## src/rtl/lc3_fetch_unit.sv

```systemverilog
// LC-3 instruction fetch stage: single-outstanding imem requests, redirect handling,
// and a one-entry skid buffer feeding the IF/ID register.
module lc3_fetch_unit #(
    parameter int unsigned   AW       = 16,
    parameter int unsigned   DW       = 16,
    parameter logic [AW-1:0] RESET_PC = 16'h3000
) (
    input  logic          clk_i_w,
    input  logic          rst_i_w,
    input  logic          en_i_w,
    input  logic          stall_i_w,
    input  logic          redirect_i_w,
    input  logic [AW-1:0] redirect_pc_i_w,
    output logic          imem_req_o_r,
    output logic [AW-1:0] imem_addr_o_r,
    input  logic          imem_gnt_i_w,
    input  logic          imem_rvalid_i_w,
    input  logic [DW-1:0] imem_rdata_i_w,
    output logic          if_valid_o_r,
    output logic [DW-1:0] if_ir_o_r,
    output logic [AW-1:0] if_pc_o_r,
    output logic [AW-1:0] if_npc_o_r
);

    typedef enum logic [1:0] {
        ST_IDLE = 2'd0,
        ST_REQ  = 2'd1,
        ST_WAIT = 2'd2,
        ST_FULL = 2'd3
    } state_t;

    state_t        state_q, state_d;
    logic [AW-1:0] fetch_pc_q, fetch_pc_d;
    logic [AW-1:0] issued_pc_q, issued_pc_d;
    logic          drop_q, drop_d;
    logic [DW-1:0] skid_ir_q;
    logic [AW-1:0] skid_pc_q;

    logic          skid_we;
    logic          rsp_load;
    logic          skid_load;
    logic          consume;
    logic          slot_free;

    logic          req_d;
    logic [AW-1:0] addr_d;
    logic          valid_d;
    logic [DW-1:0] ir_d;
    logic [AW-1:0] pc_d;
    logic [AW-1:0] npc_d;

    assign consume   = if_valid_o_r & ~stall_i_w;
    assign slot_free = ~if_valid_o_r | consume;

    // State, datapath and registered outputs; skid is occupied exactly while in FULL.
    always_ff @(posedge clk_i_w or negedge rst_i_w) begin
        if (!rst_i_w) begin
            state_q       <= ST_IDLE;
            fetch_pc_q    <= RESET_PC;
            issued_pc_q   <= '0;
            drop_q        <= 1'b0;
            skid_ir_q     <= '0;
            skid_pc_q     <= '0;
            imem_req_o_r  <= 1'b0;
            imem_addr_o_r <= '0;
            if_valid_o_r  <= 1'b0;
            if_ir_o_r     <= '0;
            if_pc_o_r     <= '0;
            if_npc_o_r    <= '0;
        end else begin
            state_q       <= state_d;
            fetch_pc_q    <= fetch_pc_d;
            issued_pc_q   <= issued_pc_d;
            drop_q        <= drop_d;
            if (skid_we) begin
                skid_ir_q <= imem_rdata_i_w;
                skid_pc_q <= issued_pc_q;
            end
            imem_req_o_r  <= req_d;
            imem_addr_o_r <= addr_d;
            if_valid_o_r  <= valid_d;
            if_ir_o_r     <= ir_d;
            if_pc_o_r     <= pc_d;
            if_npc_o_r    <= npc_d;
        end
    end

    // Next-state and fetch bookkeeping; redirect wins over stall and enable.
    always_comb begin
        state_d     = state_q;
        fetch_pc_d  = fetch_pc_q;
        issued_pc_d = issued_pc_q;
        drop_d      = drop_q;
        skid_we     = 1'b0;
        rsp_load    = 1'b0;
        skid_load   = 1'b0;

        unique case (state_q)
            ST_IDLE: begin
                if (redirect_i_w) fetch_pc_d = redirect_pc_i_w;
                if (en_i_w)       state_d    = ST_REQ;
            end
            ST_REQ: begin
                if (imem_gnt_i_w) begin
                    issued_pc_d = fetch_pc_q;
                    fetch_pc_d  = fetch_pc_q + AW'(1);
                    state_d     = ST_WAIT;
                end
                // A grant coinciding with a redirect is old-path: fetch it, then drop it.
                if (redirect_i_w) begin
                    fetch_pc_d = redirect_pc_i_w;
                    if (imem_gnt_i_w) drop_d = 1'b1;
                end
            end
            ST_WAIT: begin
                if (imem_rvalid_i_w) begin
                    drop_d = 1'b0;
                    if (redirect_i_w || drop_q) begin
                        state_d = ST_REQ;
                    end else if (slot_free) begin
                        rsp_load = 1'b1;
                        state_d  = en_i_w ? ST_REQ : ST_IDLE;
                    end else begin
                        skid_we = 1'b1;
                        state_d = ST_FULL;
                    end
                end else if (redirect_i_w) begin
                    drop_d = 1'b1;
                end
                if (redirect_i_w) fetch_pc_d = redirect_pc_i_w;
            end
            ST_FULL: begin
                if (redirect_i_w) begin
                    fetch_pc_d = redirect_pc_i_w;
                    state_d    = en_i_w ? ST_REQ : ST_IDLE;
                end else if (consume) begin
                    skid_load = 1'b1;
                    state_d   = en_i_w ? ST_REQ : ST_IDLE;
                end
            end
            default: state_d = ST_IDLE;
        endcase
    end

    // Output slot and request port values for the next cycle.
    always_comb begin
        req_d   = (state_d == ST_REQ);
        addr_d  = (state_d == ST_REQ) ? fetch_pc_d : imem_addr_o_r;
        valid_d = if_valid_o_r;
        ir_d    = if_ir_o_r;
        pc_d    = if_pc_o_r;
        npc_d   = if_npc_o_r;

        if (redirect_i_w) begin
            valid_d = 1'b0;
        end else if (rsp_load) begin
            valid_d = 1'b1;
            ir_d    = imem_rdata_i_w;
            pc_d    = issued_pc_q;
            npc_d   = issued_pc_q + AW'(1);
        end else if (skid_load) begin
            valid_d = 1'b1;
            ir_d    = skid_ir_q;
            pc_d    = skid_pc_q;
            npc_d   = skid_pc_q + AW'(1);
        end else if (consume) begin
            valid_d = 1'b0;
        end
    end

endmodule

```

## config.mk

```make
export PLATFORM = sky130hd
export DESIGN_NAME = lc3_fetch_unit
export DESIGN_NICKNAME = d
export VERILOG_FILES = /design/src/rtl/lc3_fetch_unit.sv
export SDC_FILE = /design/constraint.sdc
export NUM_CORES = 1
export LEC_CHECK = 0
export CAP_MARGIN = 20
export CORE_MARGIN = 1
export CORE_UTILIZATION = 35
export CTS_CLUSTER_SIZE = 10
export DETAILED_ROUTE_END_ITERATION = 8
export GPL_TIMING_DRIVEN = 0
export PLACE_DENSITY_LB_ADDON = 0.15
export SLEW_MARGIN = 20
export SYNTH_ARGS = -nofsm -noshare
export SYNTH_HDL_FRONTEND = slang
export SYNTH_SLANG_ARGS = --single-unit
```

## constraint.sdc

```tcl
create_clock -name clk_i_w -period 3.6 [get_ports clk_i_w]
set_input_delay 0.54 -clock clk_i_w [delete_from_list [all_inputs] [get_ports clk_i_w]]
set_output_delay 0.54 -clock clk_i_w [all_outputs]
set_load 0.05 [all_outputs]
```

---- Word-level counts from Yosys, hierarchy flattened ----
Index checks and enable logic that the tools add are counted.
operators by class
  reductions and logical operators ........ 9
  bitwise logic cells ..................... 5
  multiplexer cells ....................... 39
  equal/unequal tests ..................... 7
  add/sub/neg operators ................... 3
operators by type and width
  cell                                                              number
  16-bit 2-to-1 mux                                                 9
  16-bit by 1-bit adder with 16-bit output (second input constant)  3
  16-bit one-hot mux with 2 select lines                            1
  1-bit 2-to-1 mux                                                  20
  2-bit 2-to-1 mux                                                  7
  2-bit one-hot mux with 4 select lines                             1
  2-bit by 1-bit == test with 1-bit output (second input constant)  2
  2-bit == test (second input constant)                             2
  2-bit != test (second input constant)                             2
  2-bit AND reduction                                               2
  4-bit AND reduction                                               1
  2-bit nonzero test                                                2
  4-bit nonzero test                                                1
  3-bit != test (second input constant)                             1
  1-bit inverter                                                    3
  3-bit OR reduction                                                1
  2-bit zero test                                                   1
  1-bit one-hot mux with 2 select lines                             1
  1-bit AND                                                         1
  1-bit logical OR                                                  1
  1-bit OR                                                          1
storage, ports and cells
  word-level logic and storage cells ...... 75
  input bits .............................. 39
  flip-flop bits (word level) ............. 133
  output and inout port bits .............. 66

---- Logic depth before layout (Yosys ltp) ----
  depth in word-level cells ............... 9
  depth in mapped cells ................... 12
  depth with buffers taken out ............ 9

---- Worst setup path before layout ----
No wires, ideal clock.
  path type ............................... register to register
  start ................................... reg if_valid_o_r
  end ..................................... reg if_npc_o_r[12]
  arrival time ............................ 2.620 ns
  data required time ...................... 3.470 ns
  path slack .............................. 0.850 ns
  clock period less this slack ............ 2.750 ns
  stages on the path, launching flop included .. 12
  cells stage by stage .................... dfrtp_1 a211o_1 buf_6 nor2_4 buf_4 mux2_2 ha_1 nand3_1 nor2_1 a32oi_1 xnor2_1 o21ai_1
between the ends
  word-level cells in the longest chain between the ends .. 8
  elaborated cells on any way between the ends .. 13
  classes of those cells .................. 8 x mux; 3 x bitwise; 2 x reduce/logical
RTL lines
  item                                                RTL line  source
  start, declared                                     19        output logic if_valid_o_r,
  start signal, assigned                              81        if_valid_o_r <= valid_d;
  1-bit AND / 1-bit inverter (equally long branches)  52, 53
  1-bit OR                                            53        assign slot_free = ~if_valid_o_r | consume;
  1-bit 2-to-1 mux                                    120       end else if (slot_free) begin
  1-bit 2-to-1 mux                                    118       if (redirect_i_w || drop_q) begin
  1-bit 2-to-1 mux                                    116       if (imem_rvalid_i_w) begin
  1-bit 2-to-1 mux                                    98        unique case (state_q)
  2-bit nonzero test (no source line)                 --
  2-bit AND reduction (no source line)                --
  end signal, assigned                                84        if_npc_o_r <= npc_d;
  end, declared                                       22        output logic [AW-1:0] if_npc_o_r
Several ways; a longest one is shown, not always the timed one.
A chain may end at the register's enable or synchronous reset.

---- Final worst setup path ----
  start ................................... in redirect_i_w
  end ..................................... reg if_npc_o_r[14]
between the ends
  word-level cells in the longest chain between the ends .. 6
  elaborated cells on any way between the ends .. 10
  classes of those cells .................. 6 x mux; 1 x bitwise; 3 x reduce/logical
RTL lines
  item                                  RTL line  source
  start, declared                       12        input logic redirect_i_w,
  1-bit logical OR                      118
  1-bit 2-to-1 mux                      118
  1-bit 2-to-1 mux                      116
  1-bit 2-to-1 mux                      98
  2-bit nonzero test (no source line)   --
  2-bit AND reduction (no source line)  --
Several ways; a longest one is shown, not always the timed one.

==> impl_metrics.xml <==
<?xml version="1.0" encoding="UTF-8"?>
<metrics>
  <group name="run_status">
    <metric name="status" unit="">complete, no violations</metric>
  </group>
  <group name="floorplan">
    <metric name="core_area" unit="um^2">17400</metric>
    <metric name="design.die.area" unit="um^2">18400</metric>
    <metric name="die_w" unit="um">136</metric>
    <metric name="rows" unit="">48</metric>
    <metric name="io_pins" unit="">105</metric>
    <metric name="start_util" unit="%">36.0</metric>
    <metric name="floorplan.die.height" unit="um">136</metric>
  </group>
  <group name="clock_network">
    <metric name="cts_made_buffers" unit="">17</metric>
    <metric name="post_cts_resized" unit="">0</metric>
    <metric name="cts-root-to-sink-buffers" unit="">2</metric>
    <metric name="cts_tree" unit="">done</metric>
    <metric name="cts-hold-fix-buffers" unit="">0</metric>
    <metric name="post-cts-setup-buffers" unit="">0</metric>
    <metric name="clock_sinks" unit="">133</metric>
    <metric name="cts.clk_slew.worst_paths" unit="ns">0.06</metric>
    <metric name="insertion_delay" unit="ns">0.41</metric>
    <metric name="cts-root-buf" unit="">sky130_fd_sc_hd__clkbuf_16</metric>
    <metric name="cts_max_level" unit="">4</metric>
  </group>
  <group name="cells_and_area">
    <metric name="final_cell_area_excluding_filler_cells" unit="um^2">8240</metric>
    <metric name="final_nets" unit="">738</metric>
    <metric name="p_r_area_growth_vs_syn" unit="%">31.9</metric>
    <metric name="fillCellCount" unit="">1584</metric>
    <metric name="final_core_utilization" unit="%">47.5</metric>
    <metric name="count_of_placed_standard_cells_in_the_final_layout_fillers_left_out" unit="">935</metric>
    <metric name="multi_input_area" unit="um^2">2690</metric>
    <metric name="sequential_cell_area" unit="um^2">3330</metric>
    <metric name="diodes" unit="">0</metric>
    <metric name="final_layout_size_suffix_gt1_share" unit="%">13.9</metric>
  </group>
  <group name="grt">
    <metric name="first_global_vias" unit="">4792</metric>
    <metric name="global_route_wire_length_before_repair" unit="mm">25.9</metric>
    <metric name="grt_max_degree" unit="">88</metric>
    <metric name="grt_remaining_overflow" unit="">0</metric>
    <metric name="grt_usage" unit="%">18.4</metric>
    <metric name="antenna_found_initial" unit="">0</metric>
  </group>
  <group name="power_and_ir_drop">
    <metric name="net_switching_power_of_the_design" unit="mW">2.37</metric>
    <metric name="static_leakage" unit="nW">3.56</metric>
    <metric name="p_per_cell_area" unit="nW/um^2">780</metric>
    <metric name="max-vdd-ir-drop" unit="mV">0.412</metric>
    <metric name="comb_power_share" unit="%">37.2</metric>
    <metric name="pwr-share-seq" unit="%">34.1</metric>
    <metric name="internal-power" unit="mW">4.06</metric>
    <metric name="netSwitchingFraction" unit="%">36.8</metric>
    <metric name="clkPwrFrac" unit="%">28.7</metric>
    <metric name="finalPower" unit="mW">6.43</metric>
  </group>
  <group name="sta">
    <metric name="worst_clock_skew" unit="ns">0.00556</metric>
    <metric name="tns" unit="ns">0</metric>
    <metric name="worst_pin_slew" unit="ns">0.788</metric>
    <metric name="timing.max_slew.rel_slack" unit="%">47.2</metric>
    <metric name="final.hold.worst_slack" unit="ns">0.00833</metric>
    <metric name="report.final.hold_viol_count" unit="">0</metric>
    <metric name="layout_setup_ws" unit="ns">0.385</metric>
    <metric name="grt_setup_unrepaired" unit="">no</metric>
    <metric name="fmaxAchievable" unit="GHz">0.311</metric>
    <metric name="slew_violations" unit="">0</metric>
    <metric name="fin_crit_sh" unit="%">89.3</metric>
    <metric name="layout_min_cycle_time" unit="ns">3.22</metric>
    <metric name="finalSetupViolations" unit="">0</metric>
  </group>
  <group name="setup_path">
    <metric name="cp.required" unit="ns">3.88</metric>
    <metric name="cp_slowest_cell" unit="">sky130_fd_sc_hd__clkdlybuf4s50_1</metric>
    <metric name="kind_of_start_point_of_the_critical_path" unit="">input port</metric>
    <metric name="path_cells" unit="">clkdlybuf4s50_1 -&gt; buf_6 -&gt; a211o_1 -&gt; buf_6 -&gt; nor2_4 -&gt; buf_4 -&gt; mux2_2 -&gt; ha_1 -&gt; nand3_1 -&gt; nor4_1 -&gt; a32oi_1 -&gt; xnor2_1 -&gt; o21ai_1</metric>
    <metric name="cp_slowest_stage_delay" unit="ns">0.44</metric>
    <metric name="critPathKind" unit="">in -&gt; reg</metric>
    <metric name="end_kind" unit="">flop</metric>
    <metric name="worst-path-max-fanout" unit="">10</metric>
    <metric name="critPathMostFrequentCell" unit="">sky130_fd_sc_hd__buf_6</metric>
    <metric name="timing.critical_path.arrival" unit="ns">3.49</metric>
  </group>
  <group name="placement">
    <metric name="placed_cells_incl_taps" unit="">903</metric>
    <metric name="hpwl" unit="mm">11.4</metric>
    <metric name="dpl-instance-area" unit="um^2">7600</metric>
    <metric name="place_congestion" unit="">0.857</metric>
    <metric name="worst_case_setup_slack_after_placement" unit="ns">-0.0216</metric>
    <metric name="port_buffers" unit="">104</metric>
  </group>
  <group name="route">
    <metric name="route.detailed.vias_per_inst" unit="">5.00</metric>
    <metric name="routed_wl" unit="mm">15.6</metric>
    <metric name="drcViolationCount" unit="">0</metric>
    <metric name="wl_per_cell" unit="um">16.7</metric>
    <metric name="antenna_left" unit="">0</metric>
    <metric name="detailedRoute.firstPassIterationCount" unit="">4</metric>
    <metric name="drtIter0Drc" unit="">213</metric>
    <metric name="routed-via-count" unit="">4677</metric>
  </group>
  <group name="synthesis">
    <metric name="yosysUniqueCellTypes" unit="">56</metric>
    <metric name="async_reset_ff_share" unit="%">100</metric>
    <metric name="syn_area_per_cell" unit="um^2">10.9</metric>
    <metric name="mappedNetlistNets" unit="">614</metric>
    <metric name="postSynthCellCount" unit="">573</metric>
    <metric name="synth-seq-area-share" unit="%">53.3</metric>
    <metric name="synthFlopType" unit="">sky130_fd_sc_hd__dfrtp_1</metric>
    <metric name="synth_area" unit="um^2">6250</metric>
    <metric name="ys_seq_elements" unit="">133</metric>
    <metric name="synth_edf_count" unit="">0</metric>
    <metric name="ys_warn_count" unit="">0</metric>
  </group>
  <group name="job">
    <metric name="max-cap-violations" unit="">0</metric>
  </group>
  <group name="min_path">
    <metric name="worst_hold_path_type" unit="">in -&gt; async</metric>
  </group>
</metrics>
==> power groups by stage <==
| stage | clock, mW | sequential [mW] | combinational, mW |
|---|---|---|---|
| final | 1.84 | 2.20 | 2.39 |
| after CTS | 1.89 | 2.20 | 2.42 |
| after global routing | 1.96 | 2.26 | 2.55 |
| after floorplan | 0 | 2.94 | 0.876 |
| after detailed placement | 0 | 2.22 | 2.41 |
| after global placement | 0 | 2.21 | 2.39 |
==> cells by family after synthesis <==
family,after synthesis,share of synthesized area [%]
DFF,133,53.3
AOI/OAI and AO/OA,92,8.89
muxes,89,16.1
buffers and inverters,44,3.60
xor gates and xnor gates,25,3.50
and+or+nand+nor,188,14.2
adders and majority gates,2,0.400
==> synth_stat cells, types with 3 or more instances <==
library cell,number,area [um^2]
sky130_fd_sc_hd__nor3_1,6,30.0
sky130_fd_sc_hd__dfrtp_1,131,3280
sky130_fd_sc_hd__nand2_1,95,357
sky130_fd_sc_hd__a211oi_1,3,22.5
sky130_fd_sc_hd__a31oi_1,24,150
sky130_fd_sc_hd__mux2_2,23,259
sky130_fd_sc_hd__buf_2,15,75.1
sky130_fd_sc_hd__nor4_1,3,18.8
sky130_fd_sc_hd__o21ai_1,8,40.0
sky130_fd_sc_hd__buf_6,4,45.0
sky130_fd_sc_hd__nand3_1,15,75.1
sky130_fd_sc_hd__mux2_4,9,135
sky130_fd_sc_hd__mux2_1,32,360
sky130_fd_sc_hd__xnor2_1,15,131
sky130_fd_sc_hd__o22ai_1,4,25.0
sky130_fd_sc_hd__nand4_1,9,56.3
sky130_fd_sc_hd__clkbuf_1,11,41.3
sky130_fd_sc_hd__nor2_1,38,143
sky130_fd_sc_hd__xor2_1,10,87.6
sky130_fd_sc_hd__inv_1,7,26.3
sky130_fd_sc_hd__o21ai_0,26,130
sky130_fd_sc_hd__a21oi_1,13,65.1
sky130_fd_sc_hd__buf_4,3,22.5
sky130_fd_sc_hd__mux2i_1,25,250
sky130_fd_sc_hd__a21o_1,3,22.5
==> layout by cell type, fill, tap and decap left out, drive strengths merged, types with 3 or more instances in the layout <==
cell,instances
a21o,3
nor4,4
nand2,95
mux2,64
xor2,10
bufinv,4
nand3,15
a211oi,3
o21ai,35
nor2,39
clkbuf,34
o22ai,4
clkdlybuf4s50,103
mux2i,25
inv,9
nor3,8
dfrtp,131
xnor2,15
nand4,10
clkinv,4
buf,26
a21oi,14
a31oi,25
==> flip-flops by register name (all words and copies together) (netlist names), 2 cells and up <==
name	count
fetch_pc_q	16
if_ir_o_r	16
if_npc_o_r	16
if_pc_o_r	16
imem_addr_o_r	16
issued_pc_q	16
skid_ir_q	16
skid_pc_q	16
state_q	2
==> metal layers <==
metal  up-vias  share of wire (%)  track usage (%)
met5         -                  0                0
met4         0                1.3             6.62
met3        12                3.8             4.41
met2       115                 48             29.2
met1      2287                 47             24.4
li1       2263                  -                -
==> worst max-delay path, delay by kind of cell <==
kind,cells,cell delay (ns)
buffers and inverters,4,0.99
AO/OA/AOI/OAI,3,0.61
AND/OR/NAND/NOR,3,0.55
multiplexers,1,0.36
adder cells (fa/ha/maj),1,0.25
XOR/XNOR,1,0.19
==> final timing paths <==
kind / start / endpoint / slack (ns) / depth (start not counted)
max in group asynchronous: rst_i_w / skid_pc_q[1] / 2.80 / 2
worst max register to register: if_valid_o_r / if_npc_o_r[14] / 0.60 / 11
worst max-delay path: redirect_i_w / if_npc_o_r[14] / 0.38 / 13
worst min register to register: if_npc_o_r[0] / if_npc_o_r[0] / 0.47 / 2
worst min-delay path: rst_i_w / skid_ir_q[5] / 0.008 / 1
min in group clk_i_w: if_npc_o_r[0] / if_npc_o_r[0] / 0.47 / 2
==> cell type report <==
class | count | area share [%]
clock buffers | 23 | 5.92
inverters | 9 | 0.410
repair buffers | 105 | 13.0
multi-input cells | 396 | 32.7
flip-flops and latches | 133 | 40.4
well taps | 225 | 3.42
clock inverters | 9 | 1.79
plain buffers | 35 | 2.32
No activity file was read; power rests on OpenSTA's default activity.
